$ cat src/rtl/register_dump_reader_if.sv
// Bank read port plus outbound byte stream between the dump reader and its
// neighbours. The master side is the reader; the slave side is bank + UART.
interface register_dump_reader_if #(
  parameter int unsigned NB_DATA = 32,
  parameter int unsigned NB_REG  = 5
);
  logic [NB_REG-1:0]  o_rd_addr;
  logic [NB_DATA-1:0] i_rd_data;
  logic [7:0]         o_tx_data;
  logic               o_tx_valid;
  logic               i_tx_ready;

  modport master (
    output o_rd_addr,
    input  i_rd_data,
    output o_tx_data,
    output o_tx_valid,
    input  i_tx_ready
  );

  modport slave (
    input  o_rd_addr,
    output i_rd_data,
    input  o_tx_data,
    input  o_tx_valid,
    output i_tx_ready
  );
endinterface

$ cat src/rtl/register_dump_reader.sv
// Register bank dump reader: on i_start walks bank addresses 0..N_WORDS-1,
// latches each word and streams it MSB byte first over a valid/ready byte
// channel. o_busy doubles as the pipeline halt request for the whole dump.
module register_dump_reader #(
  parameter int unsigned NB_DATA = 32,
  parameter int unsigned NB_REG  = 5,
  parameter int unsigned N_WORDS = 2**NB_REG
) (
  input  logic                   i_clk,
  input  logic                   i_reset,
  input  logic                   i_start,
  output logic                   o_busy,
  output logic                   o_done,
  register_dump_reader_if.master io_bus
);

  localparam int unsigned BPW    = NB_DATA / 8;
  localparam int unsigned NB_CNT = (BPW > 1) ? $clog2(BPW) : 1;

  localparam logic [NB_CNT-1:0] LastByte = NB_CNT'(BPW - 1);
  localparam logic [NB_REG-1:0] LastAddr = NB_REG'(N_WORDS - 1);

  typedef enum logic [1:0] {
    StIdle,
    StLoad,
    StSend,
    StDone
  } state_e;

  state_e              r_state, w_state_nxt;
  logic [NB_REG-1:0]   r_addr, w_addr_nxt;
  logic [NB_DATA-1:0]  r_shreg, w_shreg_nxt;
  logic [NB_CNT-1:0]   r_byte_cnt, w_byte_cnt_nxt;

  // State and datapath registers; reset overrides any handshake in the same cycle
  always_ff @(posedge i_clk) begin
    if (i_reset) begin
      r_state    <= StIdle;
      r_addr     <= '0;
      r_shreg    <= '0;
      r_byte_cnt <= '0;
    end else begin
      r_state    <= w_state_nxt;
      r_addr     <= w_addr_nxt;
      r_shreg    <= w_shreg_nxt;
      r_byte_cnt <= w_byte_cnt_nxt;
    end
  end

  // Next-state logic: load a word, shift bytes out on accept, advance address
  always_comb begin
    w_state_nxt    = r_state;
    w_addr_nxt     = r_addr;
    w_shreg_nxt    = r_shreg;
    w_byte_cnt_nxt = r_byte_cnt;
    case (r_state)
      StIdle: begin
        if (i_start) begin
          w_addr_nxt  = '0;
          w_state_nxt = StLoad;
        end
      end
      StLoad: begin
        // Bank data is only sampled here; it is static while o_busy holds the pipe
        w_shreg_nxt    = io_bus.i_rd_data;
        w_byte_cnt_nxt = '0;
        w_state_nxt    = StSend;
      end
      StSend: begin
        if (io_bus.i_tx_ready) begin
          w_shreg_nxt = r_shreg << 8;
          if (r_byte_cnt == LastByte) begin
            if (r_addr == LastAddr) begin
              w_state_nxt = StDone;
            end else begin
              w_addr_nxt  = r_addr + NB_REG'(1);
              w_state_nxt = StLoad;
            end
          end else begin
            w_byte_cnt_nxt = r_byte_cnt + NB_CNT'(1);
          end
        end
      end
      StDone: begin
        w_addr_nxt  = '0;
        w_state_nxt = StIdle;
      end
      default: begin
        w_state_nxt = StIdle;
      end
    endcase
  end

  // Outputs decode only from registered state and datapath
  always_comb begin
    io_bus.o_rd_addr  = r_addr;
    io_bus.o_tx_valid = (r_state == StSend);
    io_bus.o_tx_data  = (r_state == StSend) ? r_shreg[NB_DATA-1 -: 8] : 8'h00;
    o_busy            = (r_state != StIdle);
    o_done            = (r_state == StDone);
  end

endmodule

$ cat src/flat_wrapper.sv
// flat-port wrapper written by rule: the top's interface ports become plain ports
module register_dump_reader_flat 
#(
  parameter int unsigned NB_DATA = 32,
  parameter int unsigned NB_REG  = 5,
  parameter int unsigned N_WORDS = 2**NB_REG
)
  (i_clk, i_reset, i_start, o_busy, o_done, io_bus_o_rd_addr, io_bus_i_rd_data, io_bus_o_tx_data, io_bus_o_tx_valid, io_bus_i_tx_ready);
  register_dump_reader_if #(.NB_DATA(NB_DATA), .NB_REG(NB_REG)) io_bus_i ();
  input  logic i_clk;
  input  logic i_reset;
  input  logic i_start;
  output logic o_busy;
  output logic o_done;
  output wire logic [$bits(io_bus_i.o_rd_addr)-1:0] io_bus_o_rd_addr;
  input wire logic [$bits(io_bus_i.i_rd_data)-1:0] io_bus_i_rd_data;
  output wire logic [$bits(io_bus_i.o_tx_data)-1:0] io_bus_o_tx_data;
  output wire logic [$bits(io_bus_i.o_tx_valid)-1:0] io_bus_o_tx_valid;
  input wire logic [$bits(io_bus_i.i_tx_ready)-1:0] io_bus_i_tx_ready;
  assign io_bus_o_rd_addr = io_bus_i.o_rd_addr;
  assign io_bus_i.i_rd_data = io_bus_i_rd_data;
  assign io_bus_o_tx_data = io_bus_i.o_tx_data;
  assign io_bus_o_tx_valid = io_bus_i.o_tx_valid;
  assign io_bus_i.i_tx_ready = io_bus_i_tx_ready;
  register_dump_reader #(.NB_DATA(NB_DATA), .NB_REG(NB_REG), .N_WORDS(N_WORDS)) u_core (.i_clk(i_clk), .i_reset(i_reset), .i_start(i_start), .o_busy(o_busy), .o_done(o_done), .io_bus(io_bus_i));
endmodule
$ cat config.mk
export PLATFORM = sky130hd
export DESIGN_NAME = register_dump_reader_flat
export DESIGN_NICKNAME = d
export VERILOG_FILES = /design/src/rtl/register_dump_reader_if.sv /design/src/rtl/register_dump_reader.sv /design/src/flat_wrapper.sv
export SDC_FILE = /design/constraint.sdc
export NUM_CORES = 1
export LEC_CHECK = 0
export CORE_ASPECT_RATIO = 0.7
export CORE_MARGIN = 10
export CORE_UTILIZATION = 44
export CTS_CLUSTER_DIAMETER = 30
export CTS_CLUSTER_SIZE = 12
export DETAILED_ROUTE_END_ITERATION = 10
export PLACE_DENSITY = 0.75
export REMOVE_ABC_BUFFERS = 1
export SLEW_MARGIN = 10
export SYNTH_ARGS = -nofsm -noshare
export SYNTH_HDL_FRONTEND = slang
export SYNTH_SLANG_ARGS = --single-unit
$ cat constraint.sdc
create_clock -name i_clk -period 1.87 [get_ports i_clk]
set_clock_uncertainty 0.1 [all_clocks]
set_input_delay 0.2805 -clock i_clk [delete_from_list [all_inputs] [get_ports i_clk]]
set_output_delay 0.2805 -clock i_clk [all_outputs]
set_load 0.1 [all_outputs]
======== Yosys cells after proc, flatten, opt, wreduce, memory -nomap -nowiden ========
Cells that the tools add are included.
word-level totals
  ROM bits ................................ 0
  word-level logic and storage cells ...... 40
  output and inout port bits .............. 16
  memory bits (writable) .................. 0
  flip-flop bits (word level) ............. 41
  memories ................................ 0
  latch bits .............................. 0
cells by class
  order comparisons ....................... 0
  bitwise gates (word level) .............. 0
  mux-type cells .......................... 16
  reductions and logical operators ........ 8
  shift-type cells ........................ 0
  divide/modulo/power cells ............... 0
  eq/ne operators ......................... 10
  multipliers ............................. 0
  add/subtract/negate cells ............... 2
operators by type and width
  kind                                            count
  one-hot mux 32 bit (2 select lines)             1
  2-to-1 mux 32 bit                               1
  2-to-1 mux 5 bit                                4
  one-hot mux 5 bit (3 select lines)              1
  2-to-1 mux 2 bit                                6
  2-to-1 mux 8 bit                                1
  one-hot mux 2 bit (4 select lines)              1
  == test 2 bit (second input constant)           3
  != test 2 bit (second input constant)           3
  AND reduction 3 bit                             2
  adder 5 x 1 -> 5 bit (second input constant)    1
  == test 5 bit (second input constant)           1
  AND reduction 5 bit                             1
  != test 2 x 1 -> 1 bit (second input constant)  2
  one-hot mux 2 bit (2 select lines)              1
  nonzero test 2 bit                              2
  nonzero test 3 bit                              1
  adder 2 x 1 -> 2 bit (second input constant)    1
  == test 2 x 1 -> 1 bit (second input constant)  1
  logical NOT 2 bit                               1
  AND reduction 2 bit                             1

======== Depth between registers and ports, before layout ========
Gate-level depths: netlist of the first run.
  depth after elaboration ................. 5
  depth in mapped cells ................... 8
  depth with buffers taken out ............ 7

======== Worst setup path after synthesis of the first run ========
No wires, ideal clock.
  path type ............................... flip-flop to output port
  start point ............................. register u_core.r_state[0]
  end point ............................... output io_bus_o_tx_data[0]
  cell stages (with the launch flop) ...... 5
  setup slack ............................. -888 ps
  required time ........................... 1,490 ps
  data arrival time ....................... 2,378 ps
  buffers on the path ..................... 1
  path through ............................ dfxtp_1 -> inv_1 -> ha_1 -> clkbuf_1 -> and2_1
between the ends
  longest elaborated chain between the ends .. 2
ends and longest elaborated chain
  what                      RTL line                    text
  start: declaration        register_dump_reader.sv:30  state_e r_state, w_state_nxt;
  start signal: assignment  register_dump_reader.sv:38  r_state <= StIdle;
  start signal: assignment  register_dump_reader.sv:43  r_state <= w_state_nxt;
  == test 2 bit             n/a
  net io_bus_o_tx_valid     flat_wrapper.sv:18          output wire logic [$bits(io_bus_i.o_tx_valid)-1:0] io_bus_o_tx_valid;
  2-to-1 mux 8 bit          register_dump_reader.sv:98  io_bus.o_tx_data = (r_state == StSend) ? r_shreg[NB_DATA-1 -: 8] : 8'h00;
  end: declaration          flat_wrapper.sv:17          output wire logic [$bits(io_bus_i.o_tx_data)-1:0] io_bus_o_tx_data;
The timed path passes the listed nets, and every way through them passes these cells.

======== Worst setup path after layout of the first run ========
  start point ............................. register u_core.r_state[0]
  end point ............................... output io_bus_o_tx_data[5]
between the ends
  longest elaborated chain between the ends .. 2
ends and longest elaborated chain
  what              RTL line
  == test 2 bit     register_dump_reader.sv:98
  2-to-1 mux 8 bit  register_dump_reader.sv:98
Every way passes these cells.

==> results of run 1 <==
-- cells in the final DEF (no fill, tap or decap), types with 4 or more instances in the layout --
cell type,count
sky130_fd_sc_hd__mux2i_1,26
sky130_fd_sc_hd__dfxtp_1,39
sky130_fd_sc_hd__and2_1,5
sky130_fd_sc_hd__a22oi_1,11
sky130_fd_sc_hd__nor2_1,40
sky130_fd_sc_hd__nand2_1,4
sky130_fd_sc_hd__a211oi_1,4
sky130_fd_sc_hd__clkdlybuf4s50_1,34
sky130_fd_sc_hd__ha_1,6
sky130_fd_sc_hd__clkbuf_8,6
sky130_fd_sc_hd__buf_12,21
sky130_fd_sc_hd__a211oi_2,20
sky130_fd_sc_hd__buf_4,13
-- how the worst max path moves through the flow --
| stage | startpoint | to | slack (ns) | depth (start not counted) |
|---|---|---|---|---|
| 2_1_floorplan | u_core.r_state[0] | u_core.r_shreg[10] | -2.29 | 6 |
| 3_3_place_gp | u_core.io_bus.o_rd_addr[0] | u_core.io_bus.o_rd_addr[2] | 0.07 | 7 |
| 3_5_place_dp | u_core.io_bus.o_rd_addr[0] | u_core.io_bus.o_rd_addr[3] | 0.002 | 7 |
| 4_1_cts | u_core.r_state[1] | u_core.r_shreg[5] | 0.02 | 7 |
| 5_1_grt | u_core.io_bus.o_rd_addr[0] | u_core.io_bus.o_rd_addr[1] | -0.007 | 8 |
| 6_report | u_core.r_state[0] | io_bus_o_tx_data[5] | 0.06 | 5 |
-- worst max-delay path, stage by stage, from the launching register on --
cell                      delay (ns)
sky130_fd_sc_hd__dfxtp_4        0.38
sky130_fd_sc_hd__inv_4          0.07
sky130_fd_sc_hd__ha_4           0.18
sky130_fd_sc_hd__buf_12         0.14
sky130_fd_sc_hd__and2_1         0.17
sky130_fd_sc_hd__buf_12         0.18
-- per-layer routing --
metal	routed length, um	GRT usage	vias up
met5	0	0	-
met2	2020	0.173	39
li1	-	-	848
met3	351	0.0510	8
met4	66	0.0500	0
met1	2270	0.160	755
-- power groups by stage --
stage / Sequential (uW) / Combinational [uW] / Clock [uW]
floorplan: 1180 / 937 / 0
global placement: 1200 / 1360 / 0
detailed placement: 1210 / 1400 / 0
CTS: 1200 / 1440 / 756
global route: 1230 / 1600 / 797
finish: 1200 / 1460 / 752
-- flip-flops by register name (all words and copies together) (netlist names) --
| name | cells |
|---|---|
| u_core.io_bus.o_rd_addr | 5 |
| u_core.r_byte_cnt | 2 |
| u_core.r_shreg | 32 |
| u_core.r_state | 2 |
-- layout make-up --
| cell class | instances | area (um^2) |
|---|---|---|
| fill | 339 | 1360 |
| multi-input combinational | 145 | 1130 |
| timing repair buffer | 69 | 863 |
| sequential | 41 | 826 |
| clock buffer | 6 | 82.6 |
| tap | 55 | 68.8 |
| clock inverter | 2 | 37.5 |
| inverter | 4 | 17.5 |
-- timing repair --
| action | in CTS | in global routing |
|---|---|---|
| pin swaps | 0 | 1 |
| setup buffers | 5 | 1 |
| hold buffers | 0 | 0 |
| cloned | 0 | 0 |
| endpoints found under the setup margin | 10 | 20 |
| resized for setup | 4 | 10 |
-- cells by family (layout without fill, tap and decap cells) --
group           count (synthesis)  count (layout)  synth area share
fa+ha+maj                       8               8            0.0495
buf+inv                        20              81            0.0550
mux                            26              26             0.129
flops                          41              41             0.406
simple gates                   66              66             0.150
compound gates                 45              45             0.212
-- stage by stage --
stage          power, uW  setup slack (ns)  instances  utilization
6_report            3420            0.0565        322        0.691
5_1_grt             3630          -0.00699        322        0.691
4_1_cts             3390            0.0236        321        0.682
3_5_place_dp        2610           0.00229        308        0.643
3_3_place_gp        2560            0.0698        308        0.643
2_1_floorplan       2120             -2.29        190            -
==> out/summary.json, run 1 <==
{
  "rows": {"value": 20},
  "postPlaceCellArea": {"value": 2820, "unit": "um^2"},
  "area_added_between_synthesis_and_finish": {"value": 49.5, "unit": "%"},
  "maxSlewViolCount": {"value": 0},
  "cts.htree.levels": {"value": 2},
  "synthCells": {"value": 206},
  "drt_first_pass_iters": {"value": 4},
  "yosysUniqueCellTypes": {"value": 29},
  "yosysMostFrequentCell": {"value": "sky130_fd_sc_hd__dfxtp_1"},
  "dr.first_iter.drc_count": {"value": 59},
  "worstHoldEndpoint": {"value": "u_core.io_bus.o_rd_addr[1]"},
  "drt-total-wl": {"value": 4710, "unit": "um"},
  "grt_overflow_total": {"value": 0},
  "final_cell_area": {"value": 3020, "unit": "um^2"},
  "worst_hold_startpoint": {"value": "i_reset"},
  "synth_flop_cell": {"value": "sky130_fd_sc_hd__dfxtp_1"},
  "switchingPower": {"value": 1230, "unit": "uW"},
  "antenna_cells": {"value": 0},
  "yosys.area.top_type_share": {"value": 0.406},
  "drive_gt1_frac": {"value": 0.285},
  "worstSetupPathType": {"value": "flip-flop to primary output"},
  "asyncSetResetFlopFracSynth": {"value": 0},
  "critical_path_required": {"value": 1.49, "unit": "ns"},
  "num-nets-final": {"value": 310},
  "final_min_period_over_clock_period": {"value": 0.970},
  "cell_internal_pwr": {"value": 2180, "unit": "uW"},
  "ioPinCount": {"value": 52},
  "fmax": {"value": 551, "unit": "MHz"},
  "critical_path_arrival": {"value": 1.43, "unit": "ns"},
  "tightestPinTransition": {"value": 0.485, "unit": "ns"},
  "synthTopCellsByArea": {"value": "sky130_fd_sc_hd__dfxtp_1 41%, sky130_fd_sc_hd__mux2i_1 13%, sky130_fd_sc_hd__a211oi_2 12%, sky130_fd_sc_hd__nor2_1 7.4%, sky130_fd_sc_hd__ha_1 4.9%"},
  "routabilityCongestion": {"value": 0.777},
  "ys_seq_elements": {"value": 41},
  "p_leak": {"value": 0.00113, "unit": "uW"},
  "critPathCaptureType": {"value": "primary output"},
  "worst_hold_path.num_cells": {"value": 2},
  "post_drt_wl_per_cell": {"value": 14.6, "unit": "um"},
  "cts.sink_count": {"value": 41},
  "post-synth-top-area-cell": {"value": "sky130_fd_sc_hd__dfxtp_1"},
  "initial_antenna_violation_count": {"value": 0},
  "holdWs": {"value": 0.317, "unit": "ns"},
  "final-setup-viol-count": {"value": 0},
  "die_height": {"value": 76.7, "unit": "um"},
  "clockPowerShare": {"value": 0.220},
  "worstHoldPathType": {"value": "primary input to flip-flop"},
  "tns": {"value": 0, "unit": "ns"},
  "power_frac_comb": {"value": 0.428},
  "drtAntennaViolNets": {"value": 0},
  "cts-root-buf": {"value": "sky130_fd_sc_hd__clkbuf_8"},
  "max-clock-path-buffers": {"value": 2},
  "detail_route.drc_violations": {"value": 0},
  "maximum_number_of_pins_on_one_net_before_global_route_repair": {"value": 23},
  "ys.warnings.count": {"value": 0},
  "timing.critical_path.from_type": {"value": "flip-flop"},
  "clk_latency": {"value": 0.30, "unit": "ns"},
  "cap_viol_max_count": {"value": 0},
  "syn_avg_cell_area": {"value": 9.82, "unit": "um^2"},
  "detailroute.via_count": {"value": 1650},
  "synth_sequential_area_ratio": {"value": 0.406},
  "switching_share": {"value": 0.361},
  "detail_route.vias_per_cell": {"value": 5.12},
  "reg_to_reg_critical_path_startpoint": {"value": "u_core.io_bus.o_rd_addr[0]"},
  "ff2ff_setup_slack": {"value": 0.10, "unit": "ns"},
  "io_buffers": {"value": 51},
  "grt_first_pass_wirelength": {"value": 7850, "unit": "um"},
  "core-area": {"value": 4380, "unit": "um^2"},
  "share_seq_of_total_power": {"value": 0.352},
  "fp.dieArea": {"value": 7750, "unit": "um^2"},
  "timing.final.hold_violations": {"value": 0},
  "syn_area": {"value": 2020, "unit": "um^2"},
  "number_of_global_route_vias_before_repair": {"value": 1633},
  "reg2regPathDepth": {"value": 8},
  "die-width": {"value": 101, "unit": "um"},
  "edff_count_synth": {"value": 0},
  "status": {"value": "finished, final reports clean"},
  "dp.final_hpwl": {"value": 3370, "unit": "um"},
  "vdd.ir_drop.worst": {"value": 0.715, "unit": "mV"},
  "endpoint_of_the_most_critical_register_to_register_path": {"value": "u_core.io_bus.o_rd_addr[4]"},
  "clk_pin_slew_worst_paths": {"value": 0.08, "unit": "ns"},
  "power-per-cell-area": {"value": 1130, "unit": "nW/um^2"},
  "starting_density": {"value": 0.462},
  "cts_made_buffers": {"value": 5},
  "ys_top_cells_by_count": {"value": "41 x sky130_fd_sc_hd__dfxtp_1, 40 x sky130_fd_sc_hd__nor2_1, 26 x sky130_fd_sc_hd__mux2i_1"},
  "cts_tree": {"value": "built"},
  "max_fo_critical_path": {"value": 9},
  "timing.final.crit_period": {"value": 1.81, "unit": "ns"},
  "global_route.usage.total": {"value": 0.123},
  "relSlewSlack": {"value": 0.677}
}
No activity file was read; power rests on OpenSTA's default activity.
==> inputs of run 2 (changes only) <==
- CAP_MARGIN: default -> 0
- CORE_UTILIZATION: 44 -> 52
- PLACE_DENSITY: 0.75 -> 0.83
- clock period: 1.87 -> 2.1 ns (I/O delays scaled with it)
==> run 2 against run 1 <==
Against the previous run:
- sequential power down 12%
- critical path depth unchanged
- sequential share of layout area up 2.1 points
- hold slack better by 0.083 ns
- global-route usage up 1.2 points
- register-to-register slack better by 0.12 ns
- utilization up 8.0 points
- count of clock-buffer cells in the layout unchanged
- non-clock buffer count down 9
- via count down 3.2%
- die area down 12%
- largest cell class unchanged
- highest routed layer unchanged
==> out/summary.json, run 2 (synthesis results as in run 1) <==
{
  "status": {"value": "finished, final reports clean"},
  "max_fo_critical_path": {"value": 17},
  "seqCellArea": {"value": 821, "unit": "um^2"},
  "antenna_cells": {"value": 0},
  "cts.sink_count": {"value": 41},
  "die_height": {"value": 72.2, "unit": "um"},
  "cts-root-buf": {"value": "sky130_fd_sc_hd__clkbuf_8"},
  "cell_internal_pwr": {"value": 1720, "unit": "uW"},
  "p_leak": {"value": 0.00105, "unit": "uW"},
  "worst_hold_startpoint": {"value": "u_core.r_shreg[18]"},
  "crit_top_cell": {"value": "sky130_fd_sc_hd__buf_12"},
  "drt-total-wl": {"value": 4490, "unit": "um"},
  "critical_path_required": {"value": 1.68, "unit": "ns"},
  "worst_hold_path.num_cells": {"value": 2},
  "timing.critical_path.from_type": {"value": "flip-flop"},
  "io_buffers": {"value": 51},
  "cts_made_buffers": {"value": 5},
  "relSlewSlack": {"value": 0.646},
  "detail_route.vias_per_cell": {"value": 5.19},
  "ff2ff_setup_slack": {"value": 0.22, "unit": "ns"},
  "layout_common_cells": {"value": "41 x sky130_fd_sc_hd__dfxtp_1, 40 x sky130_fd_sc_hd__nor2_1, 34 x sky130_fd_sc_hd__clkdlybuf4s50_1"},
  "initial_antenna_violation_count": {"value": 0},
  "final-setup-viol-count": {"value": 0},
  "clk_latency": {"value": 0.29, "unit": "ns"},
  "registers.top_by_ff_count": {"value": "u_core.r_shreg"},
  "switchingPower": {"value": 1040, "unit": "uW"},
  "timing.final.crit_period": {"value": 1.98, "unit": "ns"},
  "layout_commonest_cell": {"value": "sky130_fd_sc_hd__dfxtp_1"},
  "core-area": {"value": 3630, "unit": "um^2"},
  "fmax": {"value": 505, "unit": "MHz"},
  "number_of_global_route_vias_before_repair": {"value": 1559},
  "num-nets-final": {"value": 301},
  "clk_pin_slew_worst_paths": {"value": 0.07, "unit": "ns"},
  "critPathCaptureType": {"value": "primary output"},
  "setup_repair_after_global_routing_missed_its_margin": {"value": "false"},
  "detail_route.drc_violations": {"value": 0},
  "tightestPinTransition": {"value": 0.531, "unit": "ns"},
  "switching_share": {"value": 0.377},
  "largest_register_ffs": {"value": 32},
  "grt_first_pass_wirelength": {"value": 7520, "unit": "um"},
  "share_seq_of_total_power": {"value": 0.383},
  "routabilityCongestion": {"value": 0.791},
  "cts_tree": {"value": "built"},
  "holdWs": {"value": 0.400, "unit": "ns"},
  "endpoint_of_the_most_critical_register_to_register_path": {"value": "u_core.io_bus.o_rd_addr[2]"},
  "maxSlewViolCount": {"value": 0},
  "fp.dieArea": {"value": 6830, "unit": "um^2"},
  "cap_viol_max_count": {"value": 0},
  "tns": {"value": 0, "unit": "ns"},
  "fillerInstances": {"value": 259},
  "critPathSlowestCell": {"value": "sky130_fd_sc_hd__dfxtp_1"},
  "vdd.ir_drop.worst": {"value": 0.644, "unit": "mV"},
  "clockPowerShare": {"value": 0.176},
  "detailroute.via_count": {"value": 1598},
  "power-per-cell-area": {"value": 990, "unit": "nW/um^2"},
  "dp.final_hpwl": {"value": 3360, "unit": "um"},
  "starting_density": {"value": 0.558},
  "post_drt_wl_per_cell": {"value": 14.6, "unit": "um"},
  "reg2regPathDepth": {"value": 7},
  "drive_gt1_frac": {"value": 0.221},
  "dr.first_iter.drc_count": {"value": 115},
  "rows": {"value": 18},
  "worstHoldPathType": {"value": "flip-flop to flip-flop"},
  "timing.final.hold_violations": {"value": 0},
  "drtAntennaViolNets": {"value": 0},
  "multiInputGateArea": {"value": 1100, "unit": "um^2"},
  "power_frac_comb": {"value": 0.441},
  "worstSetupPathType": {"value": "flip-flop to primary output"},
  "post-route-util": {"value": 0.771},
  "grt_overflow_total": {"value": 0},
  "die-width": {"value": 94.6, "unit": "um"},
  "maximum_number_of_pins_on_one_net_before_global_route_repair": {"value": 42},
  "worstHoldEndpoint": {"value": "u_core.r_shreg[18]"},
  "path_cells": {"value": "inv_1 -> ha_4 -> buf_12 -> and2_1 -> buf_12"},
  "drt_first_pass_iters": {"value": 4},
  "postPlaceCellArea": {"value": 2690, "unit": "um^2"},
  "critPathMaxStageDelay": {"value": 0.41, "unit": "ns"},
  "final_cell_area": {"value": 2790, "unit": "um^2"},
  "area_added_between_synthesis_and_finish": {"value": 38.1, "unit": "%"},
  "cts.htree.levels": {"value": 2},
  "ioPinCount": {"value": 52},
  "global_route.usage.total": {"value": 0.135},
  "critical_path_arrival": {"value": 1.57, "unit": "ns"},
  "final_min_period_over_clock_period": {"value": 0.943},
  "reg_to_reg_critical_path_startpoint": {"value": "u_core.io_bus.o_rd_addr[0]"},
  "max-clock-path-buffers": {"value": 2}
}
-- run 2: changes by cell type in the layout (fill, tap and decap cells not counted), moves of 2 or more --
cell / change
sky130_fd_sc_hd__buf_4: -2
sky130_fd_sc_hd__clkinv_2: +2
sky130_fd_sc_hd__dfxtp_1: +2
sky130_fd_sc_hd__buf_12: -7
sky130_fd_sc_hd__and2_4: -3
sky130_fd_sc_hd__and2_1: +3
-- run 2: how the worst max path moves through the flow --
stage	startpoint	endpoint	slack (ns)	cells past startpoint
detailed placement	u_core.r_state[0]	u_core.r_shreg[20]	0.23	7
finish	u_core.r_state[0]	io_bus_o_tx_data[0]	0.12	5
global placement	u_core.io_bus.o_rd_addr[0]	u_core.io_bus.o_rd_addr[2]	0.26	7
global route	u_core.r_state[0]	io_bus_o_tx_data[5]	0.03	5
floorplan	u_core.r_state[0]	u_core.r_shreg[10]	-2.06	6
CTS	u_core.r_state[0]	io_bus_o_tx_data[0]	0.06	5
-- run 2: metrics by stage --
| step | worst slack, ns | power [uW] | cells |
|---|---|---|---|
| final | 0.119 | 2770 | 308 |
| after global routing | 0.0288 | 2950 | 308 |
| after CTS | 0.0643 | 2790 | 307 |
| after detailed placement | 0.226 | 2290 | 299 |
| after global placement | 0.263 | 2250 | 299 |
| after floorplan | -2.06 | 1880 | 190 |
-- run 2: power groups by stage --
stage                     Clock (uW)  Combinational (uW)  Sequential, uW
after global placement             0                1180            1070
final                            488                1220            1060
after CTS                        504                1220            1060
after global routing             537                1330            1080
after detailed placement           0                1210            1080
after floorplan                    0                 834            1050
-- run 2: critical path: cells and delay by family (launching register included) --
kind	cells	cell delay (ns)
buffers and inverters	3	0.46
and+or+nand+nor	1	0.19
DFF	1	0.41
adders and majority gates	1	0.21
-- run 2: cell type report --
type | instances | area share
well taps | 50 | 0.0224
repair buffers | 60 | 0.253
flip-flops and latches | 41 | 0.294
clock buffers | 6 | 0.0260
clock inverters | 2 | 0.00358
multi-input cells | 145 | 0.395
inverters | 4 | 0.00537
-- run 2: per-layer routing --
metal	part of all wire	vias up	GRT usage	routed length (um)
li1	-	830	-	-
met1	0.48	713	0.184	2150
met2	0.42	48	0.188	1880
met3	0.088	7	0.0514	397
met4	0.014	0	0.0497	65
met5	0	-	0	0
-- run 2: what timing repair did --
| item | 4_1_cts | 5_1_grt |
|---|---|---|
| resized for setup | 1 | 0 |
| hold buffers | 0 | 0 |
| setup endpoints to repair | 5 | 3 |
| setup buffers | 0 | 1 |
